## src/rtl/pd_fetch_pkg.sv

```systemverilog
// Shared types and constants for the instruction-fetch front end.
// No logic of its own; the latency and backpressure of each block are described in that block's file.
// The entry layout below is the queue slot for the default 32-bit PC and instruction widths.
package pd_fetch_pkg;

    typedef enum logic [1:0] {
        IDLE  = 2'd0,
        FETCH = 2'd1,
        DRAIN = 2'd2
    } fetch_state_e;

    typedef struct packed {
        logic [31:0] pc;
        logic [31:0] insn;
        logic        filled;
    } fetch_entry_t;

    localparam logic [31:0] PD_BASEADDR_DEFAULT = 32'h0100_0000;
    localparam int          PD_INSN_BYTES       = 4;

endpackage

```

## src/rtl/pd_fetch_queue.sv

```systemverilog
// Reservation queue: slots are allocated at request accept and filled in order as responses return.
// Head fields are combinational from state; a fill becomes visible at the head one cycle after it is written.
// The caller stalls allocation on count==DEPTH; flush empties every slot and wins over alloc/fill/pop.
module pd_fetch_queue
    import pd_fetch_pkg::*;
#(
    parameter int  DEPTH  = 4,
    parameter int  AWIDTH = 32,
    parameter int  DWIDTH = 32,
    localparam int IW     = $clog2(DEPTH),
    localparam int PW     = IW + 1
) (
    input  logic              clk,
    input  logic              reset,
    input  logic              alloc_vld,
    input  logic [AWIDTH-1:0] alloc_pc,
    input  logic              fill_vld,
    input  logic [DWIDTH-1:0] fill_insn,
    input  logic              pop_vld,
    input  logic              flush,
    output logic [PW-1:0]     count,
    output logic [PW-1:0]     outstanding,
    output logic              head_vld,
    output logic [AWIDTH-1:0] head_pc,
    output logic [DWIDTH-1:0] head_insn
);

    // One extra pointer bit distinguishes full from empty.
    logic [PW-1:0]     alloc_ptr;
    logic [PW-1:0]     fill_ptr;
    logic [PW-1:0]     rd_ptr;
    logic [DEPTH-1:0]  filled;
    logic [AWIDTH-1:0] pc_mem   [DEPTH];
    logic [DWIDTH-1:0] insn_mem [DEPTH];

    // Pointers and filled flags; flush returns the queue to its empty state.
    always_ff @(posedge clk or posedge reset) begin
        if (reset) begin
            alloc_ptr <= '0;
            fill_ptr  <= '0;
            rd_ptr    <= '0;
            filled    <= '0;
        end else if (flush) begin
            alloc_ptr <= '0;
            fill_ptr  <= '0;
            rd_ptr    <= '0;
            filled    <= '0;
        end else begin
            if (alloc_vld) begin
                alloc_ptr <= alloc_ptr + PW'(1);
            end
            if (fill_vld) begin
                filled[fill_ptr[IW-1:0]] <= 1'b1;
                fill_ptr                 <= fill_ptr + PW'(1);
            end
            // A filled head can never be the fill target, so these two never touch the same bit.
            if (pop_vld) begin
                filled[rd_ptr[IW-1:0]] <= 1'b0;
                rd_ptr                 <= rd_ptr + PW'(1);
            end
        end
    end

    // Slot payloads need no reset: they are only read behind the filled flag.
    always_ff @(posedge clk) begin
        if (alloc_vld && !flush) begin
            pc_mem[alloc_ptr[IW-1:0]] <= alloc_pc;
        end
        if (fill_vld && !flush) begin
            insn_mem[fill_ptr[IW-1:0]] <= fill_insn;
        end
    end

    assign count       = alloc_ptr - rd_ptr;
    assign outstanding = alloc_ptr - fill_ptr;
    assign head_vld    = (count != '0) && filled[rd_ptr[IW-1:0]];
    assign head_pc     = pc_mem[rd_ptr[IW-1:0]];
    assign head_insn   = insn_mem[rd_ptr[IW-1:0]];

endmodule

```

## src/rtl/pd_fetch_unit.sv

```systemverilog
// Instruction-fetch front end: owns the PC, issues in-order imem requests and queues results for decode.
// A zero-wait memory gives dec_valid two cycles after request issue, with a sustained rate of one insn per cycle.
// Requests stall when the queue is full or while stale responses drain; decode holds the head with dec_ready.
// Optional PD_FETCH_PERF_EN adds saturating perf_fetched/perf_dropped counters.
module pd_fetch_unit
    import pd_fetch_pkg::*;
#(
    parameter int                AWIDTH   = 32,
    parameter int                DWIDTH   = 32,
    parameter int                DEPTH    = 4,
    parameter logic [AWIDTH-1:0] BASEADDR = AWIDTH'(PD_BASEADDR_DEFAULT)
) (
    input  logic              clk,
    input  logic              reset,
    output logic              imem_req_valid,
    input  logic              imem_req_ready,
    output logic [AWIDTH-1:0] imem_req_addr,
    input  logic              imem_rsp_valid,
    input  logic [DWIDTH-1:0] imem_rsp_data,
    input  logic              redirect_valid,
    input  logic [AWIDTH-1:0] redirect_pc,
    output logic              dec_valid,
    input  logic              dec_ready,
    output logic [AWIDTH-1:0] dec_pc,
    output logic [DWIDTH-1:0] dec_insn
`ifdef PD_FETCH_PERF_EN
    ,
    output logic [31:0]       perf_fetched,
    output logic [31:0]       perf_dropped
`endif
);

    localparam int            PW      = $clog2(DEPTH) + 1;
    localparam logic [PW-1:0] DEPTH_P = PW'(DEPTH);

    fetch_state_e      state_q;
    fetch_state_e      state_d;
    logic [AWIDTH-1:0] pc_q;
    logic [PW-1:0]     drop_cnt_q;
    logic [PW-1:0]     drop_cnt_d;
    logic [PW-1:0]     q_count;
    logic [PW-1:0]     q_outstanding;
    logic              q_head_vld;
    logic [AWIDTH-1:0] q_head_pc;
    logic [DWIDTH-1:0] q_head_insn;
    logic              req_fire;
    logic              rsp_keep;
    logic              pop_vld;

    assign req_fire = imem_req_valid && imem_req_ready;
    assign pop_vld  = dec_valid && dec_ready;
    // A response is kept only when nothing stale is ahead of it and no flush is happening.
    assign rsp_keep = imem_rsp_valid && (drop_cnt_q == '0) && !redirect_valid;

    // State register.
    always_ff @(posedge clk or posedge reset) begin
        if (reset) begin
            state_q <= IDLE;
        end else begin
            state_q <= state_d;
        end
    end

    // Stale-response count: a redirect turns every in-flight request into one to discard.
    always_comb begin
        drop_cnt_d = drop_cnt_q;
        if (redirect_valid) begin
            drop_cnt_d = drop_cnt_q + q_outstanding - PW'(imem_rsp_valid);
        end else if (imem_rsp_valid && (drop_cnt_q != '0)) begin
            drop_cnt_d = drop_cnt_q - PW'(1);
        end
    end

    // Next state: stay in DRAIN exactly while stale responses remain.
    always_comb begin
        state_d = state_q;
        unique case (state_q)
            IDLE:         state_d = FETCH;
            FETCH, DRAIN: state_d = (drop_cnt_d != '0) ? DRAIN : FETCH;
            default:      state_d = IDLE;
        endcase
    end

    // Outputs; addresses and decode fields read as zero whenever their valid is low.
    always_comb begin
        imem_req_valid = (state_q == FETCH) && (q_count < DEPTH_P) && !redirect_valid;
        imem_req_addr  = imem_req_valid ? pc_q : '0;
        dec_valid      = q_head_vld && !redirect_valid;
        dec_pc         = dec_valid ? q_head_pc : '0;
        dec_insn       = dec_valid ? q_head_insn : '0;
    end

    // PC and drop counter; a redirect target is forced to instruction alignment.
    always_ff @(posedge clk or posedge reset) begin
        if (reset) begin
            pc_q       <= BASEADDR;
            drop_cnt_q <= '0;
        end else begin
            drop_cnt_q <= drop_cnt_d;
            if (redirect_valid) begin
                pc_q <= redirect_pc & ~AWIDTH'(PD_INSN_BYTES - 1);
            end else if (req_fire) begin
                pc_q <= pc_q + AWIDTH'(PD_INSN_BYTES);
            end
        end
    end

    pd_fetch_queue #(
        .DEPTH  (DEPTH),
        .AWIDTH (AWIDTH),
        .DWIDTH (DWIDTH)
    ) u_queue (
        .clk         (clk),
        .reset       (reset),
        .alloc_vld   (req_fire),
        .alloc_pc    (pc_q),
        .fill_vld    (rsp_keep),
        .fill_insn   (imem_rsp_data),
        .pop_vld     (pop_vld),
        .flush       (redirect_valid),
        .count       (q_count),
        .outstanding (q_outstanding),
        .head_vld    (q_head_vld),
        .head_pc     (q_head_pc),
        .head_insn   (q_head_insn)
    );

`ifdef PD_FETCH_PERF_EN
    // Saturating event counters: instructions handed to decode and responses thrown away.
    always_ff @(posedge clk or posedge reset) begin
        if (reset) begin
            perf_fetched <= '0;
            perf_dropped <= '0;
        end else begin
            if (pop_vld && (perf_fetched != '1)) begin
                perf_fetched <= perf_fetched + 32'd1;
            end
            if (imem_rsp_valid && !rsp_keep && (perf_dropped != '1)) begin
                perf_dropped <= perf_dropped + 32'd1;
            end
        end
    end
`endif

endmodule

```

## config.mk

```make
export PLATFORM = sky130hd
export DESIGN_NAME = pd_fetch_unit
export DESIGN_NICKNAME = d
export VERILOG_FILES = /design/src/rtl/pd_fetch_pkg.sv /design/src/rtl/pd_fetch_queue.sv /design/src/rtl/pd_fetch_unit.sv
export SDC_FILE = /design/constraint.sdc
export NUM_CORES = 1
export LEC_CHECK = 0
export CAP_MARGIN = 20
export CORE_UTILIZATION = 30
export DETAILED_ROUTE_END_ITERATION = 10
export HOLD_SLACK_MARGIN = 0.06
export PLACE_DENSITY = 0.61
export SLEW_MARGIN = 20
export SYNTH_ARGS = -nofsm -noshare
export SYNTH_HDL_FRONTEND = slang
export SYNTH_SLANG_ARGS = --single-unit
export TNS_END_PERCENT = 1
```

## constraint.sdc

```tcl
create_clock -name clk -period 4.7 [get_ports clk]
set_input_delay 0.94 -clock clk [delete_from_list [all_inputs] [get_ports clk]]
set_output_delay 0.94 -clock clk [all_outputs]
set_load 0.05 [all_outputs]
```

**Word-level counts from Yosys, hierarchy flattened**

Memories as Yosys holds them, arrays and structs flattened.
Cells that the tools add are included.

- Bits in latches: 0
- Bits in registers: 50
- Bits in read-only memories: 0
- Bits of input ports: 70
- Memories: 2
- Output and inout port bits: 98
- RAM bits: 256
- Logic and storage cells: 80

Memories:

| memory | depth | width | read ports | clocked after Yosys merged registers in | write ports | line | RTL |
|---|---|---|---|---|---|---|---|
| u_queue.insn_mem | 4 | 32 | 1 | 0 | 1 | pd_fetch_queue.sv:34 | `logic [DWIDTH-1:0] insn_mem [DEPTH];` |
| u_queue.pc_mem | 4 | 32 | 1 | 0 | 1 | pd_fetch_queue.sv:33 | `logic [AWIDTH-1:0] pc_mem [DEPTH];` |

- Eq/ne operators: 2
- $mul: 0
- Shifts and indexed selects: 0
- Div/mod/pow operators: 0
- Bitwise operators: 3
- Reduce and logical (&&, ||, !) cells: 23
- Multiplexer cells: 29
- Order comparisons: 5
- $add $sub $neg: 9

Operator list:

| operator | number |
|---|---|
| 2-to-1 mux 32 bit | 5 |
| adder 32 x 3 -> 32 bit, second input constant | 1 |
| 2-to-1 mux 3 bit | 8 |
| 2-to-1 mux 4 bit | 4 |
| logical AND 1 bit | 13 |
| adder 3 x 1 -> 3 bit, second input constant | 3 |
| nonzero test 3 bit | 3 |
| 2-to-1 mux 1 bit | 7 |
| < comparator 2 x 3 -> 1 bit, second input constant | 2 |
| nonzero test 2 bit | 3 |
| subtractor 3 bit | 2 |
| AND 4 bit | 1 |
| demux 1 bit (select 2 bit) | 2 |
| greater-or-equal comparator 2 x 1 -> 1 bit, second input constant | 2 |
| inverter 4 bit | 1 |
| OR 4 bit | 1 |
| one-hot mux 2 bit (2 select lines) | 1 |
| adder 3 bit | 1 |
| zero test 3 bit | 1 |
| < comparator 3 bit, second input constant | 1 |
| subtractor 3 x 1 -> 3 bit | 1 |
| subtractor 3 x 1 -> 3 bit, second input constant | 1 |
| binary-select mux 1 bit (select 2 bit) | 1 |
| == test 2 x 1 -> 1 bit, second input constant | 1 |
| other kinds (5) | 5 |

**Depth between registers and ports, before layout**

Gate-level depths: netlist (run 1).

- Word-level depth: 10
- Mapped depth: 12
- Mapped depth without buffers: 12

**By module**

From an unflattened synthesis (run 1), not the netlist that was laid out.

- Cells, all modules: 801
- Area, all modules: 13,175.1 um^2

Modules (own cells, without submodules):

| module | times used | cells an instance | area an instance (um^2) |
|---|---|---|---|
| pd_fetch_queue | 1 | 422 | 10,198.5 |
| pd_fetch_unit | 1 | 379 | 2,976.6 |

**Worst setup path before layout (run 1)**

OpenSTA, ideal clock, no wires.

- Path kind: reg2reg
- Start point: register u_queue.rd_ptr[1]
- End point: memory u_queue.pc_mem[1][10] (enable)
- Path buffers: 3
- Arrival: 4,481 ps
- Cell stages (with the launch flop): 10
- Data required time: 4,239 ps
- Path slack: -242 ps
- Library setup time: 461 ps
- Cell sequence: dfrtp_1 -> buf_2 -> buf_1 -> inv_1 -> ha_1 -> nor2b_1 -> o21a_1 -> o211ai_1 -> buf_2 -> nor3b_1

- Cells in the longest elaborated chain, start to end: 8

RTL lines:

| element | line | RTL |
|---|---|---|
| from (decl) | pd_fetch_queue.sv:31 | `logic [PW-1:0] rd_ptr;` |
| from (signal assigned) | pd_fetch_queue.sv:59 | `rd_ptr <= rd_ptr + PW'(1);` |
| subtractor 3 bit | pd_fetch_queue.sv:74 | `assign count = alloc_ptr - rd_ptr;` |
| < comparator 3 bit | pd_fetch_unit.sv:86 | `imem_req_valid = (state_q == FETCH) && (q_count < DEPTH_P) && !redirect_valid;` |
| logical AND 1 bit (2 in series) | pd_fetch_unit.sv:86 |  |
| logical AND 1 bit | pd_fetch_unit.sv:50 | `assign req_fire = imem_req_valid && imem_req_ready;` |
| logical AND 1 bit | pd_fetch_queue.sv:66 | `if (alloc_vld && !flush) begin` |
| 2-to-1 mux 1 bit | pd_fetch_queue.sv:66 |  |
| 2-to-1 mux 1 bit (implied by the code) | pd_fetch_queue.sv:67 | `pc_mem[alloc_ptr[IW-1:0]] <= alloc_pc;` |
| to (decl) | pd_fetch_queue.sv:33 |  |

Every way passes these cells.

**Final worst setup path (run 1)**

- Start point: register u_queue.rd_ptr[0]
- End point: output port dec_insn[20]

- Cells in the longest elaborated chain, start to end: 5
- Elaborated cells between the ends (all ways): 8

RTL lines:

| element | line | RTL |
|---|---|---|
| subtractor 3 bit / binary-select mux 1 bit (select 2 bit) (equally long branches) | pd_fetch_queue.sv:74, pd_fetch_queue.sv:76 |  |
| nonzero test 3 bit / 2-to-1 mux 1 bit (equally long branches) | pd_fetch_queue.sv:76 | `assign head_vld = (count != '0) && filled[rd_ptr[IW-1:0]];` |
| logical AND 1 bit | pd_fetch_queue.sv:76 |  |
| logical AND 1 bit | pd_fetch_unit.sv:88 | `dec_valid = q_head_vld && !redirect_valid;` |
| 2-to-1 mux 32 bit (*) | pd_fetch_unit.sv:90 | `dec_insn = dec_valid ? q_head_insn : '0;` |
| to (decl) | pd_fetch_unit.sv:25 | `output logic [DWIDTH-1:0] dec_insn` |

Every way passes the cells marked *; elsewhere a longest branch is shown, timed or not. The select of a mux whose other input is x is not followed.

==> impl_metrics.json, run 1 <==
{
  "outcome": "complete, no violations",
  "asr_flop_ratio_synth": 0.1622,
  "insertedDiodeCount": 0,
  "layout.cells.most_common_list": "edfxtp_1 (248), buf_4 (84), clkdlybuf4s50_1 (66)",
  "mostFrequentLayoutCell": "edfxtp_1",
  "launch_point_of_the_worst_reg_to_reg_path": "u_queue.fill_ptr[0]",
  "critPathLaunchType": "flip-flop",
  "area_of_the_mapped_netlist_um2": 12770,
  "numClockSinks": 296,
  "hold_path.startpoint": "u_queue.fill_ptr[2]",
  "final_setup_tns_ps": 0,
  "clock_tree_from_tritoncts": "yes",
  "synthesis.instances": 780,
  "final-hold-violation-count": 0,
  "pre_cts_slack_ps": 344.7,
  "post-route-util": 0.3887,
  "grt_pass1_wl_um": 45490,
  "post_drt_wl_per_cell_um": 19.40,
  "pwr_density_cell_nw_per_um2": 408.0,
  "avgSynthCellArea_um2": 16.38,
  "worstPathRequired_ps": 3760,
  "place_inst": 1458,
  "die_y_um": 208.3,
  "via_count": 7282,
  "area_delta_synth_final_pct": 27.64,
  "core_region_area_um2": 41950,
  "critical_path.max_fanout": 26,
  "crit_path_start": "u_queue.rd_ptr[0]",
  "clk-insertion-delay-late_ps": 520,
  "vdd.ir_drop.worst_mv": 0.2768,
  "clock_tree.htree_level_count": 2,
  "cp_data_arrival_time_ps": 3310,
  "fmax_ghz": 0.2351,
  "gp_routability_congestion": 0.7652,
  "dr.pass1.iters": 4,
  "maximum_number_of_pins_on_one_net_before_global_route_repair": 39,
  "rrSetupSlack_ps": 1440,
  "count_of_cells_along_the_worst_hold_path": 2,
  "drt_first_iter_violations": 427,
  "yosys_cell_types": 51,
  "max_cap_violations": 0,
  "leakage_nw": 5.535,
  "drt-total-wl_um": 29470,
  "clkTransAtPathRegs_ps": 50,
  "layout-drive-gt1-share": 0.2510,
  "r2r-end": "state_q[0]",
  "number_of_antenna_violations_at_the_first_check_in_global_routing": 0,
  "cts_root_buf": "clkbuf_16",
  "cts-hold-fix-buffers": 0,
  "num-fill-cells": 3866,
  "cts_buffers": 35,
  "worst_pin_slew_ps": 1002,
  "post_cts_resized": 0,
  "synth_flop_cell": "edfxtp_1",
  "initial_core_util": 0.3045,
  "dp_hpwl_um": 18830,
  "layout_setup_ws_ps": 447.0,
  "post-route-min-period_ps": 4253,
  "critPathKind": "flip-flop to primary output",
  "final-setup-viol-count": 0,
  "gr-usage-all-layers": 0.1374,
  "placement_rows": 75,
  "synth.top_cell.area_share": 0.5830,
  "detail_route.drc_violations": 0,
  "timing.final.crit_share": 0.9049,
  "cts_post_setup_buffers_inserted": 0,
  "drt.antenna.violating_nets": 0,
  "hold-path-endpoint": "u_queue.fill_ptr[2]",
  "clockBufferDepth": 3,
  "synthesis.yosys.warnings": 0,
  "final_net_count": 1051,
  "number_of_global_route_vias_before_repair": 7644,
  "rr_worst_depth": 12,
  "final_total_power_w": 0.006652,
  "hp-class": "flip-flop to flip-flop",
  "floorplan.die_area_um2": 43410,
  "slew-limit-headroom": 0.3321,
  "synth_edf_count": 248,
  "portBuffers": 161,
  "setup.worst_path.end_class": "primary output",
  "vias_per_cell": 4.794,
  "timing.clock.skew_ps": 13.56,
  "gr-total-overflow": 0,
  "synth.yosys.seq_area_share": 0.6771,
  "unrepaired_setup_endpoints_after_global_routing": "false",
  "dieWidth_um": 208.3,
  "post-synth-top-area-cell": "edfxtp_1",
  "top_post_synthesis_cells_by_area": "edfxtp_1 (58%), mux4_2 (11%), dfrtp_1 (9.2%)",
  "slew_violations": 0,
  "final-instance-count-excl-fill": 1519,
  "ios": 168,
  "number_of_register_bits_inferred_by_synthesis": 296
}
==> worst max-delay path by stage <==
stage	depth (start not counted)	slack, ps	end
3_3_place_gp	13	430	state_q[0]
6_report	5	450	dec_insn[20]
5_1_grt	5	140	dec_insn[20]
2_1_floorplan	9	-240	u_queue.pc_mem[1][10]
4_1_cts	5	270	dec_insn[20]
3_5_place_dp	13	340	state_q[0]
==> metal layers <==
metal / wire length [um] / global-route usage / share of wire / vias to the layer above
li1: - / - / - / 3344
met1: 12440 / 0.1749 / 0.42 / 3725
met2: 14980 / 0.2324 / 0.51 / 163
met3: 1247 / 0.02626 / 0.042 / 50
met4: 807 / 0.05006 / 0.027 / 0
met5: 0 / 0 / 0 / -
==> cell families after synthesis <==
family / synth area share
compound gates: 0.04173
other cells: 0.0002936
simple gates: 0.1007
mux: 0.1142
xor+xnor: 0.01636
buf+inv: 0.02272
fa+ha+maj: 0.02684
flops: 0.6771
==> worst max-delay path, stage by stage, from the launching register on <==
cell and delay, ps:
dfrtp_4 680, buf_4 550, buf_4 570, mux4_2 570, nor2b_1 170, buf_4 230
==> sequential cells by signal (all words and copies together), names as in the netlist <==
register	count
u_queue.filled	4
pc_q	30
drop_cnt_q	3
u_queue.rd_ptr	3
u_queue.insn_mem	128
state_q	2
u_queue.fill_ptr	3
u_queue.alloc_ptr	3
u_queue.pc_mem	120
==> Yosys cell counts (all sizes together), types with 13 or more instances <==
cell,instances
nor2,27
nand3,21
or4,14
dfrtp,47
mux4,63
inv,20
ha,21
clkbuf,29
nor2b,63
edfxtp,248
and2,30
o21ai,22
o211ai,14
buf,17
xor2,13
nand2,37
==> stage by stage <==
step / hold slack, ps / area [um2]
floorplan: 501.4 / 12780
global placement: 557.9 / 15200
detailed placement: 565.9 / 15200
CTS: 586.4 / 16300
global route: 610.9 / 16300
finish: 572.2 / 16300
==> power breakdown <==
part	internal (W)	switching, W
Sequential	0.00298	0.000106
Combinational	0.000422	0.000514
Clock	0.00160	0.00103
==> area by class of cell <==
cell class	count	area, um2	share of cell area
clock buffers	48	924.6	0.05671
clock inverters	13	175.2	0.01074
inverters	20	75.07	0.004604
multi-input cells	421	3881	0.2380
flip-flops and latches	296	8657	0.5310
well taps	539	674.4	0.04136
repair buffers	182	1917	0.1176
(Power assumes the default switching activity.)
==> run 2: changes to the inputs <==
- PLACE_DENSITY: 0.61 -> 0.6
- clock period: 4.7 -> 4.2 ns (I/O delays scaled with it)
==> run 2 against run 1 <==
Net effect:
- clock power shrank 3%
- total power grew 6.3%
- non-clock buffer count grew 1
- count of clock-buffer cells in the layout shrank 3
- critical path type unchanged
- largest power group unchanged
==> impl_metrics.json, run 2 (synthesis gave the netlist of run 1 again) <==
{
  "unrepaired_setup_endpoints_after_global_routing": "false",
  "numClockSinks": 296,
  "hp-class": "flip-flop to flip-flop",
  "rrSetupSlack_ps": 870,
  "place_inst": 1459,
  "area_post_placement_um2": 15300,
  "clockBufferDepth": 3,
  "slew_violations": 0,
  "number_of_global_route_vias_before_repair": 7541,
  "pwr_density_cell_nw_per_um2": 435.0,
  "critPathTopFamily": "buffers and inverters",
  "count_of_cells_along_the_worst_hold_path": 2,
  "max_cap_violations": 0,
  "placement_rows": 75,
  "clock_tree.htree_level_count": 1,
  "critical_path.max_stage_delay_ps": 560,
  "gr-usage-all-layers": 0.1372,
  "area_delta_synth_final_pct": 27.20,
  "layout-drive-gt1-share": 0.2490,
  "portBuffers": 161,
  "critPathKind": "flip-flop to primary output",
  "gr-total-overflow": 0,
  "drt-total-wl_um": 29620,
  "ios": 168,
  "final_total_power_w": 0.007068,
  "final_design_area_no_fill_um2": 16250,
  "final-instance-count-excl-fill": 1515,
  "cts_root_buf": "clkbuf_16",
  "mostFrequentLayoutCell": "edfxtp_1",
  "post_drt_wl_per_cell_um": 19.55,
  "via_count": 7243,
  "fin_worst_hold_slack_ps": 560.9,
  "layout.cells.most_common_list": "edfxtp_1 (248), buf_4 (78), clkdlybuf4s50_1 (66)",
  "post-route-min-period_ps": 3893,
  "drt_first_iter_violations": 404,
  "timing.critical_path.mode_cell": "buf_4",
  "cp.buffers_inverters": 4,
  "timing.final.crit_share": 0.9269,
  "worst_pin_slew_ps": 976.6,
  "vdd.ir_drop.worst_mv": 0.2876,
  "leakage_nw": 5.490,
  "cts_buffers": 31,
  "hold_path.startpoint": "u_queue.fill_ptr[2]",
  "gp_routability_congestion": 0.7445,
  "post_cts_resized": 0,
  "rr_worst_depth": 9,
  "grt_pass1_wl_um": 45510,
  "clock_tree_from_tritoncts": "yes",
  "maximum_number_of_pins_on_one_net_before_global_route_repair": 62,
  "critPathLaunchType": "flip-flop",
  "final-hold-violation-count": 0,
  "hold-path-endpoint": "u_queue.fill_ptr[2]",
  "dr.pass1.iters": 4,
  "final-setup-viol-count": 0,
  "slew-limit-headroom": 0.3489,
  "clkTransAtPathRegs_ps": 60,
  "floorplan.die_area_um2": 43410,
  "die_y_um": 208.3,
  "final_net_count": 1048,
  "detail_route.drc_violations": 0,
  "vias_per_cell": 4.781,
  "core_region_area_um2": 41950,
  "cts-hold-fix-buffers": 0,
  "dieWidth_um": 208.3,
  "launch_point_of_the_worst_reg_to_reg_path": "u_queue.rd_ptr[1]",
  "setup.worst_path.end_class": "primary output",
  "fmax_ghz": 0.2569,
  "timing.clock.skew_ps": 10.07,
  "outcome": "complete, no violations",
  "worst_path_max_delay_cell": "dfrtp_4",
  "clk-insertion-delay-late_ps": 550,
  "drt.antenna.violating_nets": 0,
  "r2r-end": "u_queue.pc_mem[1][27]",
  "insertedDiodeCount": 0,
  "number_of_antenna_violations_at_the_first_check_in_global_routing": 1,
  "cp_data_arrival_time_ps": 3050,
  "dp_hpwl_um": 18340,
  "worstPathRequired_ps": 3360,
  "path_cells": "inv_1 -> ha_1 -> nor2b_1 -> nor3_4 -> buf_4 -> o21ai_0 -> nor2_2 -> buf_4 -> and2_1 -> buf_12",
  "largest_register_ffs": 128,
  "critical_path.max_fanout": 16,
  "cts_post_setup_buffers_inserted": 0,
  "initial_core_util": 0.3045
}
==> run 2: cell count changes in the layout (fill, tap and decap cells not counted), sizes merged <==
cell	before	now
buf	116	117
inv	22	20
bufinv	4	1
clkinv	6	8
clkbuf	48	45
clkinvlp	1	2
==> run 2: routing by layer <==
| metal | track usage | vias up | routed length [um] |
|---|---|---|---|
| li1 | - | 3340 | - |
| met2 | 0.2313 | 174 | 14490 |
| met5 | 0 | - | 8 |
| met1 | 0.1830 | 3693 | 13140 |
| met3 | 0.02475 | 34 | 1443 |
| met4 | 0.03244 | 2 | 544 |
==> run 2: layout make-up <==
cell class                 instances  area (um2)
tap                              539       674.4
fill                            3895       25700
sequential                       296        8657
multi-input combinational        421        3881
inverter                          20       75.07
clock inverter                    11       88.84
clock buffer                      45       859.6
timing repair buffer             183        2012
==> run 2: where the power goes <==
part | switching [W] | total [W] | internal [W]
logic | 0.000578 | 0.00106 | 0.000480
registers | 0.000118 | 0.00345 | 0.00333
clock network | 0.00109 | 0.00256 | 0.00148
==> run 2: worst min-delay path: cells and delay by family, from the launching register on <==
family,cells,cell delay (ps)
DFF,1,370
xor gates and xnor gates,1,80
and+or+nand+nor,1,70
==> run 2: metrics by stage <==
| step | TNS, ps | worst slack, ps | util |
|---|---|---|---|
| after detailed placement | 0 | 14.01 | 0.3647 |
| after floorplan | -88600 | -742.4 | - |
| after global routing | 0 | 93.90 | 0.3874 |
| after CTS | 0 | 222.4 | 0.3874 |
| final | 0 | 307.1 | 0.3874 |
| after global placement | 0 | 44.58 | 0.3647 |
==> run 2: worst max path at each step <==
stage,to,slack (ps),startpoint,cells past startpoint
after global placement,state_q[0],40,imem_rsp_valid,13
after floorplan,u_queue.pc_mem[1][10],-740,u_queue.rd_ptr[1],9
after CTS,imem_req_addr[2],220,u_queue.rd_ptr[1],10
after global routing,imem_req_addr[2],90,u_queue.rd_ptr[1],10
after detailed placement,state_q[0],10,imem_rsp_valid,13
final,imem_req_addr[2],310,u_queue.rd_ptr[1],10
==> run 3: changes to the inputs <==
- GPL_TIMING_DRIVEN: default -> 1
- clock period: 4.2 -> 4.7 ns (I/O delays scaled with it)
==> run 3 against run 2 <==
Net effect:
- critical path depth down 1
- critical path type unchanged
- largest power group unchanged
- utilization up 0.074 points
- critical endpoint unchanged
- worst hold slack improved by 1.6 ps
- die area did not move
- highest routed layer is now met4
- total power fell by 7.4%
- final cell count is 0.40% higher
- sequential share of layout area decreased by 0.10 points
==> impl_metrics.json, run 3 (synthesis gave the netlist of run 1 again) <==
{
  "outcome": "complete, no violations",
  "leakage_nw": 5.532,
  "slew-limit-headroom": 0.2788,
  "post-route-min-period_ps": 4130,
  "via_count": 7290,
  "cts-hold-fix-buffers": 0,
  "critPathKind": "flip-flop to primary output",
  "post_drt_wl_per_cell_um": 19.39,
  "critPathTopFamily": "flip-flops",
  "cp.buffers_inverters": 3,
  "worst_path_max_delay_cell": "dfrtp_4",
  "fmax_ghz": 0.2421,
  "timing.final.crit_share": 0.8788,
  "fin_worst_hold_slack_ps": 562.5,
  "register_area_um2": 8657,
  "mostFrequentLayoutCell": "edfxtp_1",
  "setup.worst_path.end_class": "primary output",
  "drt.antenna.violating_nets": 0,
  "ios": 168,
  "placement_rows": 75,
  "insertedDiodeCount": 0,
  "numClockSinks": 296,
  "vdd.ir_drop.worst_mv": 0.2462,
  "clkTransAtPathRegs_ps": 60,
  "core_region_area_um2": 41950,
  "num-fill-cells": 3863,
  "detail_route.drc_violations": 0,
  "gp_routability_congestion": 0.7473,
  "final_net_count": 1050,
  "clockBufferDepth": 3,
  "rrSetupSlack_ps": 1460,
  "cts_buffers": 35,
  "final-instance-count-excl-fill": 1521,
  "number_of_antenna_violations_at_the_first_check_in_global_routing": 0,
  "cp_data_arrival_time_ps": 3190,
  "vias_per_cell": 4.793,
  "critical_path.max_fanout": 29,
  "maximum_number_of_pins_on_one_net_before_global_route_repair": 65,
  "floorplan.die_area_um2": 43410,
  "timing.critical_path.mode_cell": "buf_4",
  "portBuffers": 161,
  "rr_worst_depth": 8,
  "multi_input_logic_area_um2": 3881,
  "worstPathRequired_ps": 3760,
  "area_delta_synth_final_pct": 27.45,
  "initial_core_util": 0.3045,
  "dr.pass1.iters": 5,
  "layout-drive-gt1-share": 0.2556,
  "hold_path.startpoint": "u_queue.fill_ptr[2]",
  "unrepaired_setup_endpoints_after_global_routing": "false",
  "drt-total-wl_um": 29490,
  "number_of_global_route_vias_before_repair": 7561,
  "slew_violations": 0,
  "clock_tree_from_tritoncts": "yes",
  "timing.clock.skew_ps": 13.89,
  "r2r-end": "u_queue.pc_mem[3][28]",
  "cts_post_setup_buffers_inserted": 0,
  "largest_register_ffs": 128,
  "critPathLaunchType": "flip-flop",
  "post_cts_resized": 0,
  "grt_pass1_wl_um": 45600,
  "max_cap_violations": 0,
  "layout.cells.most_common_list": "edfxtp_1 (248), buf_4 (82), clkdlybuf4s50_1 (66)",
  "dp_hpwl_um": 18420,
  "critical_path.max_stage_delay_ps": 720,
  "final-hold-violation-count": 0,
  "gr-usage-all-layers": 0.1395,
  "final-setup-viol-count": 0,
  "pwr_density_cell_nw_per_um2": 401.8,
  "clock_tree.htree_level_count": 2,
  "gr-total-overflow": 0,
  "clk-insertion-delay-late_ps": 530,
  "drt_first_iter_violations": 428,
  "launch_point_of_the_worst_reg_to_reg_path": "u_queue.rd_ptr[0]",
  "hp-class": "flip-flop to flip-flop",
  "cts_root_buf": "clkbuf_16",
  "final_setup_tns_ps": 0,
  "hold-path-endpoint": "u_queue.fill_ptr[2]",
  "count_of_cells_along_the_worst_hold_path": 2,
  "dieWidth_um": 208.3,
  "worst_pin_slew_ps": 1082,
  "die_y_um": 208.3,
  "path_cells": "ha_1 -> nor2b_1 -> o21a_1 -> buf_4 -> o21ai_0 -> nor2_2 -> buf_4 -> and2_1 -> buf_12",
  "place_inst": 1457
}
run 3: worst min-delay path: stages, from the launching register on:
cell and delay [ps]:
dfrtp_1 370, xor2_1 80, nor2_1 70
run 3: power breakdown:
part / switching, W / internal, W / total (W)
clock network: 0.00107 / 0.00145 / 0.00252
registers: 0.000106 / 0.00298 / 0.00308
logic: 0.000511 / 0.000428 / 0.000939
run 3: metrics by stage:
step / total power [W] / util / cell area (um2) / setup slack, ps
floorplan: 0.003688 / - / 12780 / -242.4
global placement: 0.004073 / 0.3626 / 15210 / 453.0
detailed placement: 0.004093 / 0.3626 / 15210 / 382.2
CTS: 0.006645 / 0.3881 / 16280 / 458.2
global route: 0.006852 / 0.3881 / 16280 / 311.7
finish: 0.006541 / 0.3881 / 16280 / 569.6
run 3: area by class of cell:
type                    count  share of cell area
repair buffers            181              0.1181
flip-flops and latches    296              0.5318
multi-input cells         421              0.2384
clock buffers              39             0.05534
well taps                 539             0.04143
clock inverters            25             0.01038
inverters                  20            0.004611
run 3: how the worst max path moves through the flow:
stage	start	depth (start not counted)	endpoint	slack [ps]
3_3_place_gp	imem_rsp_valid	13	state_q[0]	450
3_5_place_dp	imem_rsp_valid	13	state_q[0]	380
6_report	u_queue.rd_ptr[0]	9	imem_req_addr[2]	570
4_1_cts	u_queue.rd_ptr[0]	9	imem_req_addr[2]	460
2_1_floorplan	u_queue.rd_ptr[1]	9	u_queue.pc_mem[1][10]	-240
5_1_grt	u_queue.rd_ptr[0]	9	imem_req_addr[2]	310
run 3: layer usage:
metal / vias to the layer above / part of all wire / GRT usage
li1: 3350 / - / -
met2: 172 / 0.49 / 0.2302
met4: 0 / 0.022 / 0.04521
met5: - / 0 / 0
met1: 3726 / 0.44 / 0.1827
met3: 42 / 0.046 / 0.03004
==> edit, RTL diff (flow settings as in run 1) <==
Re-encode `fetch_state_e` (3 states) as one-hot, 3 bits wide.
--- a/src/rtl/pd_fetch_pkg.sv
+++ b/src/rtl/pd_fetch_pkg.sv
@@ -3,10 +3,10 @@
 // The entry layout below is the queue slot for the default 32-bit PC and instruction widths.
 package pd_fetch_pkg;
 
-    typedef enum logic [1:0] {
-        IDLE  = 2'd0,
-        FETCH = 2'd1,
-        DRAIN = 2'd2
+    typedef enum logic [2:0] {
+        IDLE  = 3'b001,
+        FETCH = 3'b010,
+        DRAIN = 3'b100
     } fetch_state_e;
 
     typedef struct packed {
Function: same outputs for any inputs over 4 cycles, from zero or initial values and one cycle with reset high; so few cycles prove little.
==> edit against run 1 <==
  * Wire length is 1.0% higher
  * Non-clock buffer count is 4 lower
  * Total power is 1.5% higher
  * Cell area is 5.7% higher
  * Core utilization is 2.1 points higher
  * Largest power group unchanged
  * Clock power is 6% higher
  * Sequential cell count is 1 higher
  * Sequential share of layout area is 2.7 points lower
  * Area after synthesis is 0.19% higher
  * Via count is 2.0% higher
  * Worst setup slack worse by 0.13 ns
==> edit: results (changes against run 1) <==
----------------------------------------------------
[Cells and area]
  Finished Layout Cells ... 1522 (+0.20%)
  Fraction of layout cells with a size suffix above 1 ... 0.2485 (-0.002548)
  Layout net count ... 1050 (-0.095%)
  Filler cell count in the final layout ... 3793 (-1.9%)

[Routing]
  Routed wire length ... 29.78 mm (+1.0%)
  Wire length on met3 ... 1.393 mm (+12%)
  Number of vias per cell after detailed routing ... 4.880 (+1.8%)
  1st-iter DRT viols ... 402 (-5.9%)
  Detail Route met2 WL ... 14.37 mm (-4.0%)
  Length of routed wiring on met1 ... 13.15 mm (+5.7%)

[Logic synthesis]
  Portion of netlist area occupied by mux cells ... 0.1158 (+0.001548)
  Cell types occupying the most area after synthesis ... sky130_fd_sc_hd__edfxtp_1, sky130_fd_sc_hd__mux4_2, sky130_fd_sc_hd__dfrtp_1, sky130_fd_sc_hd__and2_1, sky130_fd_sc_hd__ha_1
  Synth Area in XOR/XNOR ... 0.01437 (-0.001986)
  Post-synth cell types ... 65 (+27%)
  Fraction of registers with async set or reset after synthesis ... 0.1650 (+0.002821)
  Top post-synthesis cells by count ... sky130_fd_sc_hd__edfxtp_1, sky130_fd_sc_hd__and2_1, sky130_fd_sc_hd__mux4_2
  Sequential area share after synthesis ... 0.6779 (+0.0007953)
  Adder-cell share of the synthesized area ... 0.02386 (-0.002983)
  Fraction of the mapped netlist area in compound gates ... 0.04595 (+0.004224)
  Number of standard cells after synthesis ... 783 (+0.38%)

[Power and ir drop]
  Total leakage power ... 0.005824 µW (+5.2%)
  Peak supply drop ... 0.2514 mV (-9.2%)
  Clock net power ... 2790 µW (+6%)
  Switching share of total power ... 0.2368 (-0.01159)
  Total combinational power ... 863 µW (-7.8%)
  Pwr/cell area ... 391.5 mW/mm² (-4.0%)

[Global routing]
  Pin count of the biggest net entering global routing ... 69 (+77%)
  Met2 demand-to-capacity share in global routing ... 0.2294 (-0.002999)
  Global-route usage over all layers ... 0.1380 (+0.0006639)
  Met3 Track Usage GR ... 0.02309 (-0.003170)
  Global-route met1 utilization ... 0.1812 (+0.006333)

[Timing]
  Max-Slew Margin vs Limit ... 0.3025 (-0.02958)
  Max Clock Freq ... 227.9 MHz (-3.1%)
  Final-layout worst hold slack ... 0.5605 ns (-0.01167 ns)

[Min path]
  Worst hold-check path type ... reg2reg
  Capture endpoint of the worst hold path ... u_queue.rd_ptr[2]
  Hold Path Depth ... 1 (-1)
  Worst Min Path Start ... u_queue.rd_ptr[2]

[Placed design]
  Pre-CTS setup slack ... 0.5701 ns (+0.2254 ns)
  Post-detailed-placement cell area ... 0.01605 mm² (+5.6%)
  Final Wtd Congestion ... 0.7801 (+1.9%)
  Placed wire-length estimate after detailed placement ... 19.07 mm (+1.3%)

[Worst setup path]
  Critical R2R Capture ... pc_q[28]
  Arrival time at the worst endpoint ... 3.45 ns (+0.14 ns)
  Biggest fanout along the worst timing path ... 34 (+31%)
  Path depth of the worst reg2reg path ... 7 (-5)

[Run status]
  Status ... finished, final reports clean

[CTS]
  Num CTS Buffers ... 34 (-2.9%)

----------------------------------------------------
edit: critical path, cell delays in order, from the launching register on:
cell and delay, ns:
sky130_fd_sc_hd__dfrtp_4 0.40, sky130_fd_sc_hd__inv_1 0.10, sky130_fd_sc_hd__ha_1 0.35, sky130_fd_sc_hd__nor2b_1 0.40
sky130_fd_sc_hd__o21ai_0 0.34, sky130_fd_sc_hd__a41oi_4 0.70, sky130_fd_sc_hd__buf_12 0.26, sky130_fd_sc_hd__and2_1 0.22
sky130_fd_sc_hd__buf_12 0.15
edit: area by class of cell:
| class | instances | area (µm²) | share of cell area |
|---|---|---|---|
| Antenna cell | 1 | 2.502 | 0.0001451 |
| Inverter | 19 | 73.82 | 0.004282 |
| Clock buffer | 42 | 912.1 | 0.05290 |
| Clock inverter | 18 | 277.8 | 0.01611 |
| Timing Repair Buffer | 178 | 2713 | 0.1573 |
| Sequential cell | 297 | 8683 | 0.5036 |
| Tap cell | 539 | 674.4 | 0.03911 |
| Multi-Input combinational cell | 428 | 3905 | 0.2265 |
